<file path="src/rtl/med_time_setter.sv">
// Medicine dose-time setter: debounced buttons drive a BCD HH:MM editor
// with inactivity timeout, plus a dose-taken acknowledge latch.
module med_time_setter #(
  parameter int          DEB_CYCLES   = 4,
  parameter int          TIMEOUT      = 64,
  parameter logic [15:0] DEFAULT_TIME = 16'h0800
) (
  input  logic        clk,
  input  logic        reset,
  input  logic        btn_set,
  input  logic        btn_inc,
  input  logic        btn_ok,
  input  logic        btn_taken,
  input  logic        its_time,
  output logic [15:0] medicine_time,
  output logic        editing,
  output logic [1:0]  edit_digit,
  output logic        taken,
  output logic        set_done
);

  localparam int DW = $clog2(DEB_CYCLES + 1);
  localparam int TW = $clog2(TIMEOUT + 1);
  localparam logic [DW-1:0] DEB_LAST = DW'(DEB_CYCLES - 1);
  localparam logic [TW-1:0] TO_LAST  = TW'(TIMEOUT - 1);

  localparam int B_SET   = 0;
  localparam int B_INC   = 1;
  localparam int B_OK    = 2;
  localparam int B_TAKEN = 3;

  // IDLE: not editing | EDIT_H1..EDIT_M0: that working digit is selected
  localparam logic [2:0] S_IDLE = 3'd0;
  localparam logic [2:0] S_H1   = 3'd1;
  localparam logic [2:0] S_H0   = 3'd2;
  localparam logic [2:0] S_M1   = 3'd3;
  localparam logic [2:0] S_M0   = 3'd4;

  logic [3:0]    w_raw;
  logic [3:0]    r_sync1;
  logic [3:0]    r_sync2;
  logic [3:0]    r_deb_lvl;
  logic [3:0]    r_deb_prev;
  logic [DW-1:0] r_deb_cnt [4];
  logic [3:0]    w_press;

  logic [2:0]    r_state;
  logic [2:0]    w_state_nxt;
  logic [1:0]    w_digit_nxt;
  logic [15:0]   r_work;
  logic [15:0]   w_work_inc;
  logic [15:0]   r_med_time;
  logic [TW-1:0] r_to_cnt;
  logic          r_editing;
  logic [1:0]    r_edit_digit;
  logic          r_set_done;
  logic          r_taken;
  logic          w_timeout;

  assign w_raw = {btn_taken, btn_ok, btn_inc, btn_set};

  always_ff @(posedge clk or posedge reset) begin
    if (reset) begin
      r_sync1    <= '0;
      r_sync2    <= '0;
      r_deb_lvl  <= '0;
      r_deb_prev <= '0;
      for (int i = 0; i < 4; i++) r_deb_cnt[i] <= '0;
    end else begin
      r_sync1    <= w_raw;
      r_sync2    <= r_sync1;
      r_deb_prev <= r_deb_lvl;
      for (int i = 0; i < 4; i++) begin
        if (r_sync2[i] != r_deb_lvl[i]) begin
          if (r_deb_cnt[i] == DEB_LAST) begin
            r_deb_lvl[i] <= r_sync2[i];
            r_deb_cnt[i] <= '0;
          end else begin
            r_deb_cnt[i] <= r_deb_cnt[i] + 1'b1;
          end
        end else begin
          r_deb_cnt[i] <= '0;
        end
      end
    end
  end

  assign w_press   = r_deb_lvl & ~r_deb_prev;
  assign w_timeout = (r_to_cnt == TO_LAST);

  // Increment of the selected digit; raising H1 to 2 clamps H0 so the time stays legal.
  always_comb begin
    w_work_inc = r_work;
    case (r_state)
      S_H1: begin
        w_work_inc[15:12] = (r_work[15:12] >= 4'd2) ? 4'd0 : r_work[15:12] + 4'd1;
        if (w_work_inc[15:12] == 4'd2 && r_work[11:8] > 4'd3) w_work_inc[11:8] = 4'd3;
      end
      S_H0: begin
        if (r_work[15:12] == 4'd2)
          w_work_inc[11:8] = (r_work[11:8] >= 4'd3) ? 4'd0 : r_work[11:8] + 4'd1;
        else
          w_work_inc[11:8] = (r_work[11:8] >= 4'd9) ? 4'd0 : r_work[11:8] + 4'd1;
      end
      S_M1:    w_work_inc[7:4] = (r_work[7:4] >= 4'd5) ? 4'd0 : r_work[7:4] + 4'd1;
      S_M0:    w_work_inc[3:0] = (r_work[3:0] >= 4'd9) ? 4'd0 : r_work[3:0] + 4'd1;
      default: w_work_inc = r_work;
    endcase
  end

  always_comb begin
    w_state_nxt = r_state;
    if (r_state == S_IDLE) begin
      if (w_press[B_SET]) w_state_nxt = S_H1;
    end else if (w_press[B_OK]) begin
      w_state_nxt = S_IDLE;
    end else if (w_press[B_SET]) begin
      case (r_state)
        S_H1:    w_state_nxt = S_H0;
        S_H0:    w_state_nxt = S_M1;
        S_M1:    w_state_nxt = S_M0;
        default: w_state_nxt = S_H1;
      endcase
    end else if (w_press == 4'd0 && w_timeout) begin
      w_state_nxt = S_IDLE;
    end
  end

  assign w_digit_nxt = (w_state_nxt == S_IDLE) ? 2'd0 : 2'(w_state_nxt - 3'd1);

  always_ff @(posedge clk or posedge reset) begin
    if (reset) begin
      r_state      <= S_IDLE;
      r_editing    <= 1'b0;
      r_edit_digit <= 2'd0;
      r_work       <= DEFAULT_TIME;
      r_med_time   <= DEFAULT_TIME;
      r_to_cnt     <= '0;
      r_set_done   <= 1'b0;
    end else begin
      r_state      <= w_state_nxt;
      r_editing    <= (w_state_nxt != S_IDLE);
      r_edit_digit <= w_digit_nxt;
      r_set_done   <= 1'b0;
      if (r_state == S_IDLE) begin
        r_to_cnt <= '0;
        if (w_press[B_SET]) r_work <= r_med_time;
      end else if (w_press[B_OK]) begin
        r_med_time <= r_work;
        r_set_done <= 1'b1;
        r_to_cnt   <= '0;
      end else if (w_press != 4'd0) begin
        r_to_cnt <= '0;
        if (!w_press[B_SET] && w_press[B_INC]) r_work <= w_work_inc;
      end else if (w_timeout) begin
        r_to_cnt <= '0;
      end else begin
        r_to_cnt <= r_to_cnt + 1'b1;
      end
    end
  end

  // Acknowledge holds while the dose window is open; presses during edit are ignored.
  always_ff @(posedge clk or posedge reset) begin
    if (reset) begin
      r_taken <= 1'b0;
    end else if (r_taken) begin
      r_taken <= its_time;
    end else if (w_press[B_TAKEN] && its_time && !r_editing) begin
      r_taken <= 1'b1;
    end
  end

  assign medicine_time = r_med_time;
  assign editing       = r_editing;
  assign edit_digit    = r_edit_digit;
  assign taken         = r_taken;
  assign set_done      = r_set_done;

endmodule

</file>
<file path="config.mk">
export PLATFORM = sky130hd
export DESIGN_NAME = med_time_setter
export DESIGN_NICKNAME = d
export VERILOG_FILES = /design/src/rtl/med_time_setter.sv
export SDC_FILE = /design/constraint.sdc
export NUM_CORES = 1
export LEC_CHECK = 0
export ABC_CLOCK_PERIOD_IN_PS = 6000
export BUFFER_PORTS_ARGS = -buffer_cell sky130_fd_sc_hd__buf_2
export CAP_MARGIN = 20
export CORE_UTILIZATION = 40
export DETAILED_ROUTE_END_ITERATION = 8
export PLACE_DENSITY = 0.58
export SYNTH_ARGS = -nofsm -noshare
export SYNTH_HDL_FRONTEND = slang
export SYNTH_SLANG_ARGS = --single-unit
</file>
<file path="constraint.sdc">
create_clock -name clk -period 6 [get_ports clk]
set_clock_uncertainty 0.2 [all_clocks]
set_input_delay 1.2 -clock clk [delete_from_list [all_inputs] [get_ports clk]]
set_output_delay 1.2 -clock clk [all_outputs]
set_load 0.1 [all_outputs]
</file>
==> results of run 1 <==
-- cells in the mapped netlist (3+ instances only) --
master and count:
nor2_1 16, xor2_1 4, xnor2_1 6, nor2b_1 8
ha_1 16, nand3_1 8, nor3b_1 10, a21oi_1 9
clkbuf_1 4, mux2_2 25, nor3_1 6, a211oi_1 3
dfrtp_1 73, or2b_1 3, inv_1 14, o21ai_0 5
a22oi_1 7, buf_2 3, nand2_1 13, mux2i_1 7
or3b_2 3
-- report_power, final --
group | switching, W | total (W) | internal, W
clock network | 0.000187 | 0.000349 | 0.000162
logic | 0.000703 | 0.00102 | 0.000319
registers | 0.000135 | 0.000783 | 0.000648
total | 0.00103 | 0.00215 | 0.00113
-- cell type report --
cell class	count	area (um^2)	area share, %
sequential	75	1880	47.8
multi-input combinational	195	1540	39.1
timing repair buffer	29	150	3.82
clock buffer	11	141	3.60
tap	105	131	3.34
inverter	14	52.6	1.34
clock inverter	5	38.8	0.987
-- routing by layer --
layer  share of wire, %  up-vias  track usage [%]
li1                   -     1121                -
met1                 48     1120             19.9
met2                 47       41             23.7
met3                3.7        9             4.55
met4                1.2        0             6.72
met5                  0        -                0
-- state kept, by name, summed over array words and instances, names as in the netlist --
register       count
edit_digit         2
r_sync1            4
r_work            16
editing            1
r_to_cnt           7
r_sync2            4
r_deb_cnt         12
taken              1
r_deb_prev         4
medicine_time     16
r_deb_lvl          4
r_state            3
set_done           1
-- per-stage QoR --
stage	instance area [um^2]	hold WS, ps	utilization, %	power (W)	setup WS (ps)
floorplan	3510	131	-	0.00163	2690
global placement	3750	131	44.9	0.00180	3620
CTS	3930	153	47.1	0.00218	3260
detailed placement	3750	135	44.9	0.00182	3570
finish	3930	152	47.1	0.00215	3280
global route	3930	164	47.1	0.00230	3220
-- cells by family after synthesis --
family / count (synthesis)
xor gates and xnor gates: 10
buffers and inverters: 22
muxes: 33
DFF: 75
AOI/OAI and AO/OA: 48
and+or+nand+nor: 88
adders and majority gates: 16
-- how the worst min path moves through the flow --
stage	slack [ps]	endpoint	from
after floorplan	130	r_sync2[0]	r_sync1[0]
after global placement	130	r_sync2[3]	r_sync1[3]
after detailed placement	130	r_sync2[2]	r_sync1[2]
after CTS	150	r_sync2[2]	r_sync1[2]
after global routing	160	r_sync2[0]	r_sync1[0]
final	150	r_sync2[2]	r_sync1[2]
==> impl.org, run 1 <==
** Yosys
- The synthesized netlist devotes 15.0% of its cell area to simple gates.
- Summing the areas of all xor and xnor instances in the mapped netlist gives 2.50% of the synthesized area.
- For this run, asynchronously set or reset flops after synthesis account for 100%.
- Adder and majority cell fraction of the synthesized area :: 5.71%
- Top FF cell, synth :: dfrtp_1
- Yosys attributes the largest share of cell area to dfrtp_1 (52%), mux2_2 (8.0%), ha_1 (5.7%).
- Number of synthesized register bits :: 75
- Averaged over all synthesized cells, the footprint is 12.0 um^2.
- Number of nets in the synthesized netlist :: 315
- Leading area contributor after synthesis :: dfrtp_1
- In this run, distinct cell masters in the synthesized netlist total 59.
- Summing the sequential cell areas from Yosys gives 53.6% of the chip area.
- Summing the areas of all compound-gate instances in the mapped netlist gives 10.2% of the synthesized area.
- Summed instance area of the synthesized netlist :: 0.00351 mm^2
- Mux cell area share after synthesis :: 10.3%
- The synthesized design contains 0 enable-type register cells.
- For this run, the number of Yosys warnings is 0.
- Synthesis produced 292 cells.
- Dominant combinational cell family by area after synthesis :: simple AND/OR/NAND/NOR gates
- The synthesized design devotes to its leading area cell type 52.1% of total area.

** Final layout
- After filler insertion, the fill cell instance count of the layout stands at 802.
- The library cell used most frequently in the layout, excluding fill and tap cells, is dfrtp_1.
- Non-filler instance count after layout :: 434
- N_diodes :: 0
- Relative to the synthesized area, the layout overhead comes to 12.0%.
- Most used cells in the layout excluding fill and tap cells :: dfrtp_1 (73), buf_2 (27), mux2_2 (25)
- The post-route netlist has 26.4% of its cells at a drive strength greater than 1.
- Nets@finish :: 347

** STA
- The routed design could run at a clock period as short as 2720 ps.
- Final number of hold-violating endpoints :: 0
- Least-Margin Pin Slew :: 1070 ps
- Max transition margin :: 28.5%
- Setup repair after global routing left no endpoint under its margin.
- Final setup violation count :: 0
- Period utilization :: 45.4%
- In the final timing run, aggregate negative setup slack is 0 ps.
- The count of pins over their slew limit was 0.
- Derived from the worst setup path, the maximum achievable clock frequency is 367 MHz.

** Floorplan
- Die H :: 95.7 um
- The core region is 0.00834 mm^2.
- The floorplan step defined a die boundary enclosing 0.00915 mm^2.
- For this design the top-level I/O count stands at 28.
- Number of cell rows :: 33
- In this run the horizontal extent of the chip is 95.7 um.
- Once the floorplan was initialized, standard cells occupied 42.1% of the core.

** Clock network
- Clk Latency, worst-skew pair :: 350 ps
- Clock-pin slew was measured on the worst setup and hold paths at 80 ps.
- Counting the buffers created by CTS gives 9.
- CTS HTree Levels :: 3
- Clock sinks :: 75
- Buffers inserted to repair hold after CTS numbered 0.
- Number of buffers on the longest clock path :: 2
- Number of setup buffers added after CTS :: 0
- Clock tree from TritonCTS :: yes
- The root buffer cell chosen for the clock tree is clkbuf_8.
- Post-CTS sizing :: 0

** Detailed routing
- Via-per-instance ratio :: 5.28
- Post-route DRC violation count :: 0
- Initial DRC count :: 132
- Detailed-route via count :: 2291
- The routed design has 6230 um of wire.
- The first TritonRoute pass finished after 4 iterations.
- Mean routed wirelength per cell :: 14.4 um
- Antenna Nets Post-Route :: 0

** Placed design
- Count of port buffers added during placement :: 27
- Routability-driven placement finished with a final weighted congestion of 0.795.
- Once detailed placement completed, the half-perimeter wirelength came to 4050 um.
- In this run, placement finished with an instance count of 418.

** Global route
- Entering global routing, the biggest net connects 76 pins.
- Global router's overall resource usage :: 15.3%
- The via count of the first global-routing pass is 2173.
- The initial antenna violation count is 0.
- First-pass GRT wire length :: 10400 um
- The total overflow left after global routing is 0.

** Setup path
- The worst setup path is launched from a flip-flop.
- For this run, the slowest stage of the critical path takes 550 ps.
- For the worst flop-to-flop path, the logic depth is 6.
- Worst endpoint required time :: 4600 ps
- Grouping stages by cell kind, the critical path spends the most delay in flip-flops.
- The most critical setup path has its endpoint at medicine_time[11].
- In this run the number of cells on the critical path is 1.
- Endpoint of the lowest-slack register-to-register path :: r_work[10]
- The number of buffers and inverters on the critical path is 1.
- The startpoint identified for the worst register-to-register timing path is r_work[12].
- Critical-path cell list :: buf_2
- Tracing the worst setup path back leads to its startpoint at medicine_time[11].
- R2R setup slack :: 3540 ps
- Peak fanout along the critical path :: 4
- Startpoint-to-endpoint class of the critical path :: reg2out
- Library cell contributing the largest single delay on the critical path :: dfstp_2
- Element type at the critical path end :: output pin
- WP data arrival :: 1320 ps

** Worst hold path
- Number of cells traversed by the worst hold path :: 0
- The tightest min-delay check is of the reg2reg type.

** Power and ir drop
- Leak :: 1.80 nW
- Maximum resistive drop on vdd :: 0.000291 V
- In this run the power density over the cells is 548 mW/mm^2.

** Job
- Across the run, the number of max-cap violations was 0.

** Status
- The run finished with clean final reports.
Note: power is estimated with default switching activity, not from simulation.
==> run 2: changes to the inputs <==
Settings changed: ABC_CLOCK_PERIOD_IN_PS 6000 to 2490, PLACE_DENSITY 0.58 to 0.6.
Clock period 6 ns to 2.49 ns, I/O delays scaled along.
==> run 2 against run 1 <==
Cell count grew 1.4%. Register-to-register slack lost 3500 ps. Highest routed layer unchanged. Critical path depth grew 5.
==> impl.org, run 2 (synthesis results as in run 1) <==
** Setup path
- Endpoint of the lowest-slack register-to-register path :: r_work[10]
- The cell family contributing the most delay on the critical path is simple AND/OR/NAND/NOR gates.
- Element type at the critical path end :: flip-flop
- The worst setup slack for register-to-register paths came to 90 ps (-3450 ps).
- In this run the worst setup path begins at r_work[12].
- Walking the worst path, the cells encountered are inv_1 > ha_1 > or4_4 > nor4_4 > o22a_2 > mux2_1.
- The buffer and inverter count on the worst path came to 1 (unchanged).
- The critical-path maximum fanout came to 4 (unchanged).
- The endpoint arrival time on the critical path was 2430 ps (+1110 ps).
- The worst setup path is of the reg2reg kind.
- Termination of the worst setup path :: r_work[10]
- Worst endpoint required time :: 2520 ps (-2080 ps)
- Cells on worst reg2reg path :: 6 (unchanged)
- On the critical path, the stage with the largest delay is an instance of or4_4.
- Reg-to-reg critical path startpoint :: r_work[12]
- Total stage count of the critical path :: 6 (+5)
- Category of the worst setup path launch point :: flip-flop
- The maximum single-stage delay on the critical path was 550 ps (about the same).

** Global route
- The initial antenna violation count is 0 (unchanged).
- First-pass GRT wire length :: 11000 um (+5.8%)
- The via count of the first global-routing pass came to 2332 (+7.3%).
- Global router's overall resource usage :: 15.7% (+0.37 points)
- The residual overflow from global routing was 0 (unchanged).
- Largest net degree at the start of global routing :: 76 (unchanged)

** Power and ir drop
- Maximum resistive drop on vdd :: 0.000587 V (+100%)
- The static leakage came to 1.88 nW (+4.6%).
- The power density over the cells came to 1380 mW/mm^2 (+150%).

** Clock network
- TritonCTS built the clock tree.
- Number of buffers on the longest clock path :: 2 (unchanged)
- Clock-pin slew on the worst setup and hold paths :: 80 ps (about the same)
- The H-tree depth is 3 (unchanged).
- Clock sinks :: 75 (unchanged)
- Clock root buffer :: clkbuf_8
- Number of setup buffers added after CTS :: 0 (unchanged)
- The total clock buffers created by CTS came to 9 (unchanged).
- The source-to-sink clock delay at the later pin of the worst-skew pair was 340 ps (about the same).

** Floorplan
- Core area :: 0.00834 mm^2 (unchanged)
- Die boundary width :: 95.7 um (unchanged)
- Top-level port count :: 28 (unchanged)
- Die Footprint :: 0.00915 mm^2 (unchanged)
- The starting density of the core came to 42.1% (unchanged).
- Number of cell rows :: 33 (unchanged)
- Die H :: 95.7 um (unchanged)

** STA
- The summed negative setup slack over all endpoints is 0 ps (unchanged).
- The routed design could run at a clock period as short as 2400 ps.
- Final number of hold-violating endpoints :: 0 (unchanged)
- Final max-slew violation count :: 0 (unchanged)
- Static timing analysis puts the maximum clock frequency at 416 MHz.
- Unrepaired setup endpoints after global routing :: false
- Max transition margin :: 67.4% (+39 points)
- The final count of negative-setup-slack endpoints was 0 (unchanged).
- The worst hold margin was 45.5 ps (-106 ps).
- Period utilization :: 96.4%
- Least-Margin Pin Slew :: 483 ps (-588 ps)

** Final layout
- Layout cells sized above 1 :: 28.4% (+1.9 points)
- Leaving out fill and tap cells, the most frequent cell in the layout is dfrtp_1.
- Nets@finish :: 354 (+2.0%)
- The top cell types in the final layout, fill and taps aside, are dfrtp_1 (73), buf_2 (27), mux2_2 (25).
- The area growth from synthesis to layout is 16.3%.
- The antenna diode instance count is 0 (unchanged).

** Detailed routing
- Antenna Nets Post-Route :: 0 (unchanged)
- The post-detailed-route via-to-cell ratio was 5.32 (+0.70%).
- Initial DRC count :: 182 (+38%)
- Detailed-route via count :: 2339 (+2.1%)
- Total iterations of the first detailed-routing run :: 4 (unchanged)
- The number of remaining DRC errors came to 0 (unchanged).
- The average wire per standard cell was 14.4 um (+0.41%).
- Drt total wl :: 6350 um (+1.8%)

** Job
- The reported max-cap violation count came to 0 (unchanged).

** Placed design
- The global placer's final weighted congestion is 0.832 (+4.7%).
- The count of buffers inserted at the top-level ports is 27 (unchanged).
- Placed wire-length estimate :: 4320 um (+6.6%)

** Status
- Status :: finished clean

** Worst hold path
- The tightest min-delay check is of the in2async type.
==> run 2: cell types whose count changed in the layout (fill, tap and decap cells not counted), sizes merged <==
cell	change
buf	+7
bufinv	+3
clkinvlp	-2
clkinv	-1
inv	-1
==> run 2: how the worst min path moves through the flow <==
stage | cells after the start | startpoint | to
final | 3 | reset | medicine_time[0]
after global placement | 0 | r_sync1[3] | r_sync2[3]
after global routing | 1 | btn_set | r_sync1[0]
after CTS | 1 | btn_ok | r_sync1[2]
after floorplan | 0 | r_sync1[0] | r_sync2[0]
after detailed placement | 0 | r_sync1[0] | r_sync2[0]
==> run 2: area by class of cell <==
type	count	area, um^2
inverter	14	56.3
clock buffer	11	151
fill	758	4260
clock inverter	4	97.6
sequential	75	1880
multi-input combinational	195	1550
timing repair buffer	36	215
tap	105	131
==> run 2: worst reg2reg max path, stage by stage, from the launching register on <==
cell and delay [ps]:
dfrtp_1 400, inv_1 100, ha_1 220, or4_4 550
nor4_4 290, o22a_2 210, mux2_1 320
==> run 2: layer usage <==
metal,global-route usage (%),routed length [um],vias up
li1,-,-,1139
met1,21.4,3210,1142
met2,23.7,2810,47
met3,4.63,230,11
met4,5.47,95,0
met5,0,0,-
==> run 2: through the flow <==
stage                     cell area, um^2  util [%]  cells  setup slack, ps  power [W]
final                                4080      48.9    440             88.8    0.00562
after detailed placement             3820      45.8    425             71.9    0.00447
after global routing                 4080      48.9    440            0.150    0.00597
after CTS                            4070      48.8    440             38.5    0.00564
after global placement               3820      45.8    425              156    0.00443
after floorplan                      3510         -    292              171    0.00392
==> run 2: what timing repair did <==
| item | CTS | global route |
|---|---|---|
| resized for setup | 0 | 2 |
| hold buffers | 0 | 0 |
| endpoints found under the setup margin | 0 | 3 |
==> run 2: where the power goes <==
group	total (W)	internal [W]	switching, W
clock	0.00115	0.000715	0.000433
combinational	0.00259	0.000844	0.00175
sequential	0.00188	0.00156	0.000322
total	0.00562	0.00312	0.00250
